File: src/rtl/arlet6502_bus_arbiter_if.sv
// Bus bundle between the Arlet6502 arbiter and its CPU, DMA and memory sides.
// master: the arbiter itself; slave: the surrounding CPU/DMA/memory.
interface arlet6502_bus_arbiter_if #(
    parameter int ADDR_W = 16,
    parameter int DATA_W = 8
);
    logic [ADDR_W-1:0] cpu_a;
    logic [DATA_W-1:0] cpu_do;
    logic              cpu_we;
    logic [DATA_W-1:0] cpu_di;
    logic              cpu_rdy;
    logic              ext_rdy;
    logic              dma_req;
    logic [ADDR_W-1:0] dma_addr;
    logic [DATA_W-1:0] dma_wdata;
    logic              dma_we;
    logic              dma_gnt;
    logic [DATA_W-1:0] dma_rdata;
    logic              dma_rvalid;
    logic [ADDR_W-1:0] mem_a;
    logic [DATA_W-1:0] mem_wdata;
    logic              mem_we;
    logic [DATA_W-1:0] mem_rdata;

    modport master (
        input  cpu_a, cpu_do, cpu_we, ext_rdy,
        input  dma_req, dma_addr, dma_wdata, dma_we,
        input  mem_rdata,
        output cpu_di, cpu_rdy, dma_gnt, dma_rdata, dma_rvalid,
        output mem_a, mem_wdata, mem_we
    );

    modport slave (
        output cpu_a, cpu_do, cpu_we, ext_rdy,
        output dma_req, dma_addr, dma_wdata, dma_we,
        output mem_rdata,
        input  cpu_di, cpu_rdy, dma_gnt, dma_rdata, dma_rvalid,
        input  mem_a, mem_wdata, mem_we
    );
endinterface

File: src/rtl/arlet6502_bus_arbiter.sv
// CPU/DMA memory-port arbiter for the Arlet6502; stalls the CPU via RDY.
// Define ARB_BURST_LIMIT_EN to cap DMA bursts at MAX_BURST cycles.
module arlet6502_bus_arbiter #(
    parameter int ADDR_W    = 16,
    parameter int DATA_W    = 8,
    parameter int MAX_BURST = 8
) (
    input  logic                           clk,
    input  logic                           reset,
    arlet6502_bus_arbiter_if.master        bus
);
    typedef enum logic {
        CPU_OWN = 1'b0,
        DMA_OWN = 1'b1
    } state_t;

    state_t            r_state;
    logic              r_cpu_rd_d;
    logic [DATA_W-1:0] r_di_hold;
    logic              r_dma_rvalid;

    logic w_dma;
    logic w_grant_ok;
    logic w_limit;
    logic w_release;

    if (MAX_BURST < 1) begin : g_bad_burst
        $error("MAX_BURST must be at least 1");
    end

    assign w_dma      = (r_state == DMA_OWN);
    // CPU writes ignore RDY, so a grant may only follow a read cycle.
    assign w_grant_ok = bus.dma_req & ~bus.cpu_we & bus.ext_rdy;

`ifdef ARB_BURST_LIMIT_EN
    localparam int CNT_W = (MAX_BURST > 1) ? $clog2(MAX_BURST) : 1;
    localparam logic [CNT_W-1:0] LAST = CNT_W'(MAX_BURST - 1);

    logic [CNT_W-1:0] r_cnt;

    assign w_limit = w_dma & (r_cnt == LAST);

    always_ff @(posedge clk) begin
        if (!reset) begin
            r_cnt <= '0;
        end else if (w_dma) begin
            r_cnt <= r_cnt + CNT_W'(1);
        end else begin
            r_cnt <= '0;
        end
    end
`else
    assign w_limit = 1'b0;
`endif

    assign w_release = ~bus.dma_req | w_limit;

    always_ff @(posedge clk) begin
        if (!reset) begin
            r_state      <= CPU_OWN;
            r_cpu_rd_d   <= 1'b0;
            r_di_hold    <= '0;
            r_dma_rvalid <= 1'b0;
        end else begin
            r_cpu_rd_d   <= ~w_dma & ~bus.cpu_we;
            r_dma_rvalid <= w_dma & bus.dma_req & ~bus.dma_we;
            // Keep the CPU's last read so DI survives a DMA stall.
            if (r_cpu_rd_d) begin
                r_di_hold <= bus.mem_rdata;
            end
            unique case (r_state)
                CPU_OWN: if (w_grant_ok) r_state <= DMA_OWN;
                DMA_OWN: if (w_release)  r_state <= CPU_OWN;
            endcase
        end
    end

    assign bus.mem_a      = w_dma ? bus.dma_addr  : bus.cpu_a;
    assign bus.mem_wdata  = w_dma ? bus.dma_wdata : bus.cpu_do;
    assign bus.mem_we     = w_dma ? (bus.dma_we & bus.dma_req) : bus.cpu_we;
    assign bus.cpu_rdy    = ~w_dma & bus.ext_rdy;
    assign bus.dma_gnt    = w_dma;
    assign bus.cpu_di     = r_cpu_rd_d ? bus.mem_rdata : r_di_hold;
    assign bus.dma_rdata  = bus.mem_rdata;
    assign bus.dma_rvalid = r_dma_rvalid;
endmodule

File: src/flat_wrapper.sv
// flat-port wrapper written by rule: the top's interface ports become plain ports
module arlet6502_bus_arbiter_flat 
#(
    parameter int ADDR_W    = 16,
    parameter int DATA_W    = 8,
    parameter int MAX_BURST = 8
)
  (clk, reset, bus_cpu_a, bus_cpu_do, bus_cpu_we, bus_ext_rdy, bus_dma_req, bus_dma_addr, bus_dma_wdata, bus_dma_we, bus_mem_rdata, bus_cpu_di, bus_cpu_rdy, bus_dma_gnt, bus_dma_rdata, bus_dma_rvalid, bus_mem_a, bus_mem_wdata, bus_mem_we);
  arlet6502_bus_arbiter_if #(.ADDR_W(ADDR_W), .DATA_W(DATA_W)) bus_i ();
  input  logic clk;
  input  logic reset;
  input wire logic [$bits(bus_i.cpu_a)-1:0] bus_cpu_a;
  input wire logic [$bits(bus_i.cpu_do)-1:0] bus_cpu_do;
  input wire logic [$bits(bus_i.cpu_we)-1:0] bus_cpu_we;
  input wire logic [$bits(bus_i.ext_rdy)-1:0] bus_ext_rdy;
  input wire logic [$bits(bus_i.dma_req)-1:0] bus_dma_req;
  input wire logic [$bits(bus_i.dma_addr)-1:0] bus_dma_addr;
  input wire logic [$bits(bus_i.dma_wdata)-1:0] bus_dma_wdata;
  input wire logic [$bits(bus_i.dma_we)-1:0] bus_dma_we;
  input wire logic [$bits(bus_i.mem_rdata)-1:0] bus_mem_rdata;
  output wire logic [$bits(bus_i.cpu_di)-1:0] bus_cpu_di;
  output wire logic [$bits(bus_i.cpu_rdy)-1:0] bus_cpu_rdy;
  output wire logic [$bits(bus_i.dma_gnt)-1:0] bus_dma_gnt;
  output wire logic [$bits(bus_i.dma_rdata)-1:0] bus_dma_rdata;
  output wire logic [$bits(bus_i.dma_rvalid)-1:0] bus_dma_rvalid;
  output wire logic [$bits(bus_i.mem_a)-1:0] bus_mem_a;
  output wire logic [$bits(bus_i.mem_wdata)-1:0] bus_mem_wdata;
  output wire logic [$bits(bus_i.mem_we)-1:0] bus_mem_we;
  assign bus_i.cpu_a = bus_cpu_a;
  assign bus_i.cpu_do = bus_cpu_do;
  assign bus_i.cpu_we = bus_cpu_we;
  assign bus_i.ext_rdy = bus_ext_rdy;
  assign bus_i.dma_req = bus_dma_req;
  assign bus_i.dma_addr = bus_dma_addr;
  assign bus_i.dma_wdata = bus_dma_wdata;
  assign bus_i.dma_we = bus_dma_we;
  assign bus_i.mem_rdata = bus_mem_rdata;
  assign bus_cpu_di = bus_i.cpu_di;
  assign bus_cpu_rdy = bus_i.cpu_rdy;
  assign bus_dma_gnt = bus_i.dma_gnt;
  assign bus_dma_rdata = bus_i.dma_rdata;
  assign bus_dma_rvalid = bus_i.dma_rvalid;
  assign bus_mem_a = bus_i.mem_a;
  assign bus_mem_wdata = bus_i.mem_wdata;
  assign bus_mem_we = bus_i.mem_we;
  arlet6502_bus_arbiter #(.ADDR_W(ADDR_W), .DATA_W(DATA_W), .MAX_BURST(MAX_BURST)) u_core (.clk(clk), .reset(reset), .bus(bus_i));
endmodule
File: config.mk
export PLATFORM = sky130hd
export DESIGN_NAME = arlet6502_bus_arbiter_flat
export DESIGN_NICKNAME = d
export VERILOG_FILES = /design/src/rtl/arlet6502_bus_arbiter_if.sv /design/src/rtl/arlet6502_bus_arbiter.sv /design/src/flat_wrapper.sv
export SDC_FILE = /design/constraint.sdc
export NUM_CORES = 1
export LEC_CHECK = 0
export ABC_AREA = 1
export CORE_MARGIN = 2
export CORE_UTILIZATION = 23
export CTS_BUF_LIST = sky130_fd_sc_hd__clkbuf_8
export CTS_CLUSTER_SIZE = 8
export DETAILED_ROUTE_END_ITERATION = 6
export GPL_TIMING_DRIVEN = 0
export HOLD_SLACK_MARGIN = 0.05
export PLACE_DENSITY = 0.87
export SETUP_SLACK_MARGIN = 0.15
export SYNTH_ARGS = -nofsm -noshare
export SYNTH_HDL_FRONTEND = slang
export SYNTH_SLANG_ARGS = --single-unit
File: constraint.sdc
create_clock -name clk -period 0.8 [get_ports clk]
set_input_delay 0.08 -clock clk [delete_from_list [all_inputs] [get_ports clk]]
set_output_delay 0.08 -clock clk [all_outputs]
set_load 0.01 [all_outputs]
==> flow_metrics.tcl <==
set metrics [dict create \
    run_status "finished with violations" \
    violations "setup timing" \
    rsz0062_at_grt "yes" \
    route.detailed.drc 0 \
    netlist_instances 142 \
    ys_seq_area_frac 0.278 \
    switchingPower_w 0.000804 \
    ir_drop_mv 1.13 \
    drive_gt1_frac 0.671 \
    synth_compound_area_frac 0.0631 \
    clkPwrFrac 0.225 \
    power_w 0.00255 \
    detailed_place_hpwl_um 2620 \
    final_cell_mix "nand2_2 (63), buf_6 (55), clkdlybuf4s50_1 (53), nand2_1 (18), nand2_4 (16)" \
    power.leakage_nw 1.28 \
    pre_cts_ws_ns -0.630 \
    post-synth-top-area-cell "nand2_1" \
    r2r-end "u_core.bus.dma_gnt" \
    tightest_slew_ns 0.178 \
    area_growth_syn_to_layout_pct 251 \
    reg2reg_slack_ns -0.37 \
    grt_pass1_wl_um 6480 \
    ios 106 \
    internal_power_w 0.00175 \
    ys.warnings.count 0 \
    share_seq_of_total_power 0.233 \
    synth.avg_cell_area_um2 5.59 \
    rows 21 \
    cts_tree "done" \
    p_per_area_mw_per_mm2 918 \
    grt_antenna_before_repair 0 \
    cp_data_arrival_time_ns 1.19 \
    yosys.area_share.xor_xnor 0 \
    path_class "reg2out" \
    critPathCapture "bus_mem_wdata[5]" \
    num_antenna_cells 0 \
    syn-num-nets 204 \
    track_usage 0.203 \
    worstReg2RegStart "u_core.bus.dma_gnt" \
    wire_per_inst_um 15.7 \
    cap_violations 0 \
    start_util 0.238 \
    crit_path_start "u_core.bus.dma_gnt" \
    finalInstanceArea_mm2 0.00278 \
    dp.cells 293 \
    path_clk_slew_ns 0.06 \
    cts.path.max_buffers 2 \
    grt_max_degree 10 \
    yosysTopAreaCellShare 0.464 \
    drt_wl_total_um 5070 \
    hp-class "in2reg" \
    ys_types 13 \
    skew_ns 0.00951 \
    dpl_cell_area_mm2 0.00210 \
    layout_commonest_cell "nand2_2" \
    io_buffer_count 105 \
    num-nets-final 340 \
    hold_buffers 0 \
    drt-initial-drc-count 41 \
    p_comb_frac 0.541 \
    synth_adder_area_share 0 \
    clk_latency_ns 0.25 \
    final_hold_viol_count 0 \
    die_h_um 62.7 \
    vias 1436 \
    core_area_mm2 0.00334 \
    period_minus_slack_ns 1.27 \
    synth_top_family_by_area "simple AND/OR/NAND/NOR gates" \
    cp_max_fo 5 \
    final_max_slew_viol_count 0 \
    ff2ff_path_depth 7 \
    synthSimpleGateAreaFrac 0.487 \
    final_util 0.834 \
    fin_crit_sh 1.59 \
    slew_headroom 0.881 \
    gp_congestion 0.704 \
    setup_ws_ns -0.475 \
    swShare 0.315 \
    die_w_um 62.7 \
    cts_made_buffers 3 \
    cts.htree.levels 1 \
    synth_mux_area_frac 0 \
    final_cells 323 \
    post_drt_via_cell_ratio 4.45 \
    synthTopCellsByArea "nand2_1 (46%), dfxtp_1 (28%), buf_4 (8.5%)" \
    ant_nets 0 \
    synth-seq-cells 11 \
    fmax_mhz 785 \
    root_buffer "clkbuf_8" \
    die_area_mm2 0.00393 \
    finalSetupViolCount 45 \
    worstPathRequired_ns 0.72 \
    firstDrtPassIters 4 \
    clock-sinks 11 \
    endpoint_kind "output port" \
    netlist_area_um2 793 \
    grt_pass1_vias 1406 \
    critPathLaunchType "register" \
    gr-total-overflow 0 \
]
[cell usage after synthesis]
library cell / number
inv_1: 2
dfxtp_1: 11
nand3_1: 1
buf_2: 1
inv_2: 2
nand2_1: 98
buf_4: 9
clkinv_1: 1
nor3_1: 2
o21ai_0: 1
buf_6: 4
a21oi_1: 9
nor2_1: 1
[worst min path at each step]
stage	startpoint	end	slack (ns)	depth (start not counted)
2_1_floorplan	bus_cpu_we	u_core.r_cpu_rd_d	0.15	1
3_3_place_gp	u_core.r_di_hold[0]	u_core.r_di_hold[0]	0.47	2
3_5_place_dp	u_core.r_di_hold[1]	u_core.r_di_hold[1]	0.47	2
4_1_cts	bus_mem_rdata[0]	u_core.r_di_hold[0]	0.22	3
5_1_grt	bus_mem_rdata[4]	u_core.r_di_hold[4]	0.23	3
6_report	bus_mem_rdata[0]	u_core.r_di_hold[0]	0.22	3
[sequential cells by signal, indices dropped and copies added (netlist names)]
register	cells
u_core.r_di_hold	8
u_core.bus.dma_gnt	1
u_core.bus.dma_rvalid	1
u_core.r_cpu_rd_d	1
[kinds of logic (layout without fill, tap and decap cells)]
group | after synthesis | after routing
and+or+nand+nor | 102 | 102
buffers and inverters | 19 | 154
DFF | 11 | 11
AOI/OAI and AO/OA | 10 | 10
[final cells by class]
type	count	area, um^2
inverters	5	50.0
fillers	186	554
plain buffers	14	151
flip-flops and latches	11	226
clock inverters	1	3.75
repair inverters	1	16.3
clock buffers	3	41.3
well taps	46	57.6
repair buffers	130	1440
multi-input cells	112	792
[power by group through the flow]
stage / registers [W] / logic (W) / clock network [W]
after floorplan: 0.000601 / 0.000393 / 0
after global placement: 0.000600 / 0.00102 / 0
final: 0.000596 / 0.00138 / 0.000576
after detailed placement: 0.000602 / 0.00103 / 0
after global routing: 0.000597 / 0.00145 / 0.000624
after CTS: 0.000594 / 0.00124 / 0.000547
[critical path: stages (launching register included)]
cell,delay [ns]
dfxtp_4,0.36
buf_12,0.14
inv_12,0.07
buf_8,0.13
nand2_2,0.07
nand2_2,0.08
buf_6,0.10
[through the flow]
stage	setup TNS, ns	hold slack (ns)
floorplan	-0.278	0.149
global placement	-25.36	0.468
detailed placement	-25.96	0.471
CTS	-14.34	0.223
global route	-18.02	0.233
finish	-16.28	0.221
[per-layer routing]
layer | wire length [um] | up-vias | global-route usage
met5 | 0 | - | 0
met4 | 183 | 0 | 0.0694
met3 | 249 | 17 | 0.0324
met2 | 2850 | 60 | 0.386
met1 | 1790 | 660 | 0.227
li1 | - | 699 | -
[repair_timing]
action,4_1_cts,5_1_grt
gates resized for setup,271,58
cloned,6,0
pin swaps,15,23
setup buffers,13,7
setup endpoints to repair,55,51
Power figures use the tool's default switching activity.
